`config.mk`:
```
export PLATFORM = sky130hd
export DESIGN_NAME = cpu_control_unit_flat
export DESIGN_NICKNAME = d
export VERILOG_FILES = /design/src/rtl/cpu_control_unit_if.sv /design/src/rtl/cpu_control_unit.sv /design/src/flat_wrapper.sv
export SDC_FILE = /design/constraint.sdc
export NUM_CORES = 1
export LEC_CHECK = 0
export BUFFER_PORTS_ARGS = -buffer_cell sky130_fd_sc_hd__clkbuf_2
export CAP_MARGIN = 20
export CORE_AREA = 2 2 52 54
export DETAILED_ROUTE_END_ITERATION = 8
export DIE_AREA = 0 0 54 56
export MAX_ROUTING_LAYER = met4
export PLACE_DENSITY = 0.81
export SYNTH_ARGS = -nofsm -noshare
export SYNTH_HDL_FRONTEND = slang
export SYNTH_SLANG_ARGS = --single-unit
export TNS_END_PERCENT = 5
```
`constraint.sdc`:
```
create_clock -name clk -period 2.62 [get_ports clk]
set_input_delay 0.262 -clock clk [delete_from_list [all_inputs] [get_ports clk]]
set_output_delay 0.262 -clock clk [all_outputs]
set_load 0.02 [all_outputs]
```
`src/rtl/cpu_control_unit_if.sv`:
```
// cpu_control_unit_if: bus between the CPU sequencer, the program ROM and the external ALU.
//
// Signals
//   pc          sequencer -> ROM   program counter / ROM address
//   instr       ROM -> sequencer   combinational ROM data at pc ([7:4] opcode, [3:0] operand)
//   alu_a       sequencer -> ALU   operand A (accumulator)
//   alu_b       sequencer -> ALU   operand B (instruction immediate)
//   alu_sel     sequencer -> ALU   000 ADD, 001 SUB, 010 AND, 011 OR, 100 XOR
//   alu_result  ALU -> sequencer   4-bit result
//   alu_carry   ALU -> sequencer   carry (ADD) / borrow (SUB)
//   alu_zero    ALU -> sequencer   result == 0
//
// Modports
//   master  the sequencer (cpu_control_unit)
//   slave   the ROM/ALU side
interface cpu_control_unit_if #(
  parameter int unsigned PC_W = 4
) ();

  logic [PC_W-1:0] pc;
  logic [7:0]      instr;
  logic [3:0]      alu_a;
  logic [3:0]      alu_b;
  logic [2:0]      alu_sel;
  logic [3:0]      alu_result;
  logic            alu_carry;
  logic            alu_zero;

  modport master (
    output pc,
    output alu_a,
    output alu_b,
    output alu_sel,
    input  instr,
    input  alu_result,
    input  alu_carry,
    input  alu_zero
  );

  modport slave (
    input  pc,
    input  alu_a,
    input  alu_b,
    input  alu_sel,
    output instr,
    output alu_result,
    output alu_carry,
    output alu_zero
  );

endinterface

```
`src/rtl/cpu_control_unit.sv`:
```
// cpu_control_unit: multi-cycle sequencer for the 4-bit CPU.
//
// Fetches 8-bit instructions from a combinational program ROM, decodes them, drives the
// external combinational ALU and writes results back. Owns PC, IR, ACC and the Z/C flags.
// Every instruction takes exactly four cycles: FETCH -> DECODE -> EXECUTE -> WRITEBACK.
// HLT retires through WRITEBACK and then parks in HALT until reset.
//
// Parameters
//   PC_W      program-counter width (ROM depth 2**PC_W)
//   RESET_PC  PC value loaded on reset
//
// Ports
//   clk         system clock, rising edge
//   rst_n       asynchronous active-low reset
//   run         1 = sequence; 0 = stall in FETCH with all state held
//   bus         ROM/ALU bus (master side): pc, instr, alu_a/b/sel, alu_result/carry/zero
//   acc         accumulator
//   flag_z      latched zero flag
//   flag_c      latched carry flag
//   instr_done  high for the WRITEBACK cycle of each retired instruction
//   halted      high while in HALT
module cpu_control_unit #(
  parameter int unsigned PC_W     = 4,
  parameter int unsigned RESET_PC = 0
) (
  input  logic                   clk,
  input  logic                   rst_n,
  input  logic                   run,
  cpu_control_unit_if.master     bus,
  output logic [3:0]             acc,
  output logic                   flag_z,
  output logic                   flag_c,
  output logic                   instr_done,
  output logic                   halted
);

  typedef enum logic [2:0] {
    StFetch,
    StDecode,
    StExecute,
    StWriteback,
    StHalt
  } state_e;

  typedef enum logic [3:0] {
    OpNop = 4'h0,
    OpLdi = 4'h1,
    OpAdd = 4'h2,
    OpSub = 4'h3,
    OpAnd = 4'h4,
    OpOr  = 4'h5,
    OpXor = 4'h6,
    OpJmp = 4'h7,
    OpJz  = 4'h8,
    OpJc  = 4'h9,
    OpHlt = 4'hF
  } opcode_e;

  typedef enum logic [2:0] {
    AluAdd = 3'b000,
    AluSub = 3'b001,
    AluAnd = 3'b010,
    AluOr  = 3'b011,
    AluXor = 3'b100
  } alu_sel_e;

  state_e          state_q, state_d;
  logic [PC_W-1:0] pc_q, pc_d;
  logic [7:0]      ir_q, ir_d;
  logic [3:0]      acc_q, acc_d;
  logic            flag_z_q, flag_z_d;
  logic            flag_c_q, flag_c_d;
  logic [2:0]      alu_sel_q, alu_sel_d;

  logic [3:0]      opcode;
  logic [3:0]      imm;
  logic [PC_W-1:0] pc_inc;
  logic [PC_W-1:0] jump_target;

  assign opcode      = ir_q[7:4];
  assign imm         = ir_q[3:0];
  // Natural-width add wraps modulo 2**PC_W.
  assign pc_inc      = pc_q + PC_W'(1);
  assign jump_target = PC_W'(imm);

  // Opcodes that do not use the ALU select ADD so the ALU inputs stay benign.
  function automatic logic [2:0] alu_sel_of(input logic [3:0] op);
    logic [2:0] sel;
    sel = AluAdd;
    case (op)
      OpAdd:   sel = AluAdd;
      OpSub:   sel = AluSub;
      OpAnd:   sel = AluAnd;
      OpOr:    sel = AluOr;
      OpXor:   sel = AluXor;
      default: sel = AluAdd;
    endcase
    return sel;
  endfunction

  always_ff @(posedge clk or negedge rst_n) begin
    if (!rst_n) begin
      state_q   <= StFetch;
      pc_q      <= PC_W'(RESET_PC);
      ir_q      <= '0;
      acc_q     <= '0;
      flag_z_q  <= 1'b0;
      flag_c_q  <= 1'b0;
      alu_sel_q <= AluAdd;
    end else begin
      state_q   <= state_d;
      pc_q      <= pc_d;
      ir_q      <= ir_d;
      acc_q     <= acc_d;
      flag_z_q  <= flag_z_d;
      flag_c_q  <= flag_c_d;
      alu_sel_q <= alu_sel_d;
    end
  end

  always_comb begin
    state_d   = state_q;
    pc_d      = pc_q;
    ir_d      = ir_q;
    acc_d     = acc_q;
    flag_z_d  = flag_z_q;
    flag_c_d  = flag_c_q;
    alu_sel_d = alu_sel_q;

    unique case (state_q)
      StFetch: begin
        // pc is held through EXECUTE, so instr is still the word at pc here.
        if (run) begin
          ir_d    = bus.instr;
          state_d = StDecode;
        end
      end

      StDecode: begin
        alu_sel_d = alu_sel_of(opcode);
        state_d   = StExecute;
      end

      // ALU settles on the registered operands; nothing is committed.
      StExecute: begin
        state_d = StWriteback;
      end

      StWriteback: begin
        pc_d    = pc_inc;
        state_d = StFetch;
        case (opcode)
          OpLdi: acc_d = imm;
          OpAdd, OpSub, OpAnd, OpOr, OpXor: begin
            acc_d    = bus.alu_result;
            flag_z_d = bus.alu_zero;
            flag_c_d = bus.alu_carry;
          end
          OpJmp: pc_d = jump_target;
          // Branches see the flags committed by earlier instructions only.
          OpJz:  if (flag_z_q) pc_d = jump_target;
          OpJc:  if (flag_c_q) pc_d = jump_target;
          OpHlt: begin
            pc_d    = pc_q;
            state_d = StHalt;
          end
          default: ; // NOP and reserved opcodes: pc advance only
        endcase
      end

      StHalt: begin
        state_d = StHalt;
      end

      default: begin
        state_d = StFetch;
      end
    endcase
  end

  assign bus.pc      = pc_q;
  assign bus.alu_a   = acc_q;
  assign bus.alu_b   = imm;
  assign bus.alu_sel = alu_sel_q;

  assign acc        = acc_q;
  assign flag_z     = flag_z_q;
  assign flag_c     = flag_c_q;
  assign instr_done = (state_q == StWriteback);
  assign halted     = (state_q == StHalt);

endmodule
```
`src/flat_wrapper.sv`:
```
// flat-port wrapper written by rule: the top's interface ports become plain ports
module cpu_control_unit_flat 
#(
  parameter int unsigned PC_W     = 4,
  parameter int unsigned RESET_PC = 0
)
  (clk, rst_n, run, acc, flag_z, flag_c, instr_done, halted, bus_pc, bus_alu_a, bus_alu_b, bus_alu_sel, bus_instr, bus_alu_result, bus_alu_carry, bus_alu_zero);
  cpu_control_unit_if #(.PC_W(PC_W)) bus_i ();
  input  logic clk;
  input  logic rst_n;
  input  logic run;
  output logic [3:0] acc;
  output logic flag_z;
  output logic flag_c;
  output logic instr_done;
  output logic halted;
  output wire logic [$bits(bus_i.pc)-1:0] bus_pc;
  output wire logic [$bits(bus_i.alu_a)-1:0] bus_alu_a;
  output wire logic [$bits(bus_i.alu_b)-1:0] bus_alu_b;
  output wire logic [$bits(bus_i.alu_sel)-1:0] bus_alu_sel;
  input wire logic [$bits(bus_i.instr)-1:0] bus_instr;
  input wire logic [$bits(bus_i.alu_result)-1:0] bus_alu_result;
  input wire logic [$bits(bus_i.alu_carry)-1:0] bus_alu_carry;
  input wire logic [$bits(bus_i.alu_zero)-1:0] bus_alu_zero;
  assign bus_pc = bus_i.pc;
  assign bus_alu_a = bus_i.alu_a;
  assign bus_alu_b = bus_i.alu_b;
  assign bus_alu_sel = bus_i.alu_sel;
  assign bus_i.instr = bus_instr;
  assign bus_i.alu_result = bus_alu_result;
  assign bus_i.alu_carry = bus_alu_carry;
  assign bus_i.alu_zero = bus_alu_zero;
  cpu_control_unit #(.PC_W(PC_W), .RESET_PC(RESET_PC)) u_core (.clk(clk), .rst_n(rst_n), .run(run), .bus(bus_i), .acc(acc), .flag_z(flag_z), .flag_c(flag_c), .instr_done(instr_done), .halted(halted));
endmodule
```
==> results.md <==
- Status: finished, final reports clean
- Peak supply drop: 0.687 mV
- Vias in the first global route: 915
- Synth Instances: 121
- DRC Markers: 0
- DP HPWL: 1.88 mm
- Avg WL per Cell: 14.2 um
- Global placer's final weighted congestion: 0.810
- Slew of the pin with the lowest slew margin: 688 ps
- Worst Setup Start Kind: register
- Setup violators final: 0
- LEAKAGE: 0.000725 uW
- Largest net degree at the start of global routing: 25
- PwrDens: 1350 mW/mm2
- Clk root buf: clkbuf_4
- Kind of critical path: reg2reg
- Hold Crit Class: in2reg
- Grt ovf: 0
- Fill cells: 220
- Number of I/O pins: 40
- Diodes inserted: 0
- Synth-to-Final Area Change: 14.3%
- Initial antenna violation count: 0
- Die area: 0.00302 mm2
- Slew HR: 53.7%
- Max-slew violations: 0
- Commonest non-fill, non-tap cell in the layout: clkbuf_2
- Post-DR vias/cell: 5.41
- Detailed Route Iter0 Violations: 13
- Post-synthesis cell type count: 36
- FMAX: 0.527 GHz
- Number of max-cap violations: 0
- Nets: 170
- Worst setup EP type: register
- Final Critical Period: 1900 ps
- CTS sink cnt: 24
- Synth warn: 0
- Total core area: 0.00243 mm2
- Leading area contributor after synthesis: dfrtp_1
- IO buf count: 39
- Top-area cell type share of the netlist area: 46.9%
- First-pass GRT wire length: 4.19 mm
- CTS Buffer Depth: 2
- Core Rows: 18
- Power, Total: 1970 uW
- Sequential cell area fraction in the yosys report: 46.9%
- Setup TNS: 0 ps
- ANT nets after route: 0
- Initial Util: 52.6%
- Syn avg cell area: 10.6 um2
- Post-Synthesis Cell Area: 0.00128 mm2
- Top post-synthesis cells by area: dfrtp_1 (47%), mux2_2 (7.0%), mux2i_1 (5.5%), buf_4 (4.7%), a21oi_1 (3.1%)
- WP data required: 2850 ps
- Crit-path max FO: 11
- Clock latency on the worst-skew pair: 330 ps
- #FFs+latches synth: 24
- Final wirelength: 2.58 mm
- CTS tree: built
- Worst-path clk slew: 130 ps
- Synth Net Count: 139
- Via count: 979
- H-tree Lvls: 1
- Die width: 54 um
- Most frequent cells in the layout: clkbuf_2 (39), dfrtp_1 (24), nand2_1 (10)
- Reg2reg setup slack: 720 ps
- Layout cell share with drive strength beyond 1: 38.4%
- Worst EP arrival: 2120 ps
- Final Hold Vio Count: 0
- DRT Pass-1 Iters: 4
- Chip Height: 56 um
- Final period util: 72.4%
- TritonCTS Buffers: 3
- Clk_skew: 1.53 ps
- Global-route usage over all layers: 19.4%
- RSZ-0062 raised after global routing: false
==> flip-flops by register name, indices dropped and copies added, names as in the netlist <==
signal / count
u_core.flag_z: 1
u_core.flag_c: 1
u_core.state_q: 3
u_core.bus.pc: 4
u_core.acc: 4
u_core.bus.alu_sel: 3
u_core.ir_q: 8
==> worst max-delay path: stages, from the launching register on <==
cell	delay, ps
dfrtp_1	520
and3_4	230
or3_1	470
or2_4	290
mux2_4	300
==> path summary, 6_finish.rpt <==
kind / from / endpoint / cells after the start
max: u_core.ir_q[4] / u_core.flag_z / 4
min: bus_instr[1] / u_core.ir_q[1] / 2
max reg2reg: u_core.ir_q[4] / u_core.flag_z / 4
min reg2reg: u_core.bus.alu_sel[0] / u_core.bus.alu_sel[0] / 2
max in group asynchronous: rst_n / u_core.ir_q[4] / 2
min in group asynchronous: rst_n / u_core.acc[0] / 2
==> metal layers <==
layer	part of all wire (%)	GRT usage, %	vias up
met5	0	-	-
met4	2.8	11.4	0
met1	45	24.2	462
li1	-	-	481
met3	5.0	2.69	7
met2	47	29.4	29
==> layout make-up <==
cell class                 instances  area (um2)  share of cell area [%]
inverter                           5        18.8                    1.28
tap                               30        37.5                    2.57
sequential                        24         601                    41.1
multi-input combinational         77         557                    38.1
timing repair buffer              41         213                    14.5
clock buffer                       4        36.3                    2.48
==> synthesized netlist by cell type (all sizes together) <==
cell type,count
a211oi,1
a21o,1
a21oi,8
a22oi,2
and3,2
and4b,1
buf,12
clkbuf,3
dfrtp,24
ha,1
inv,5
mux2,10
mux2i,7
nand2,10
nand2b,1
nand3,1
nand3b,2
nand4,1
nor2,9
nor3,2
nor3b,2
nor4,1
nor4b,1
o2111ai,1
o21ai,5
o21bai,1
o311ai,1
o41ai,2
or2,1
or3,1
xnor2,1
xor2,1
==> logic make-up after synthesis <==
group                      count (synthesis)  share of synthesized area [%]
adders and majority gates                  1                          0.977
and+or+nand+nor                           35                           15.5
DFF                                       24                           46.9
buffers and inverters                     20                           9.58
AOI/OAI and AO/OA                         22                           10.8
muxes                                     17                           14.9
xor gates and xnor gates                   2                           1.37
==> power breakdown <==
part	switching, uW	internal [uW]	leakage (uW)
sequential	237	541	0.000285
clock	116	85.2	0.0000210
combinational	563	434	0.000419
==> through the flow <==
stage / utilization, % / cells / setup slack [ps] / hold slack [ps] / cell area (um2)
after detailed placement: 58.2 / 176 / 737 / 295 / 1420
after CTS: 60.1 / 181 / 725 / 161 / 1460
after floorplan: - / 121 / 832 / -33.6 / 1280
after global placement: 58.2 / 176 / 787 / 278 / 1420
final: 60.1 / 181 / 724 / 156 / 1460
after global routing: 60.1 / 181 / 655 / 151 / 1460
==> what timing repair did <==
| item | 4_1_cts | 5_1_grt |
|---|---|---|
| setup buffers | 0 | 0 |
| resized for setup | 0 | 0 |
| hold buffers | 1 | 0 |
| hold endpoints to repair | 24 | 0 |
Power figures use the tool's default switching activity.
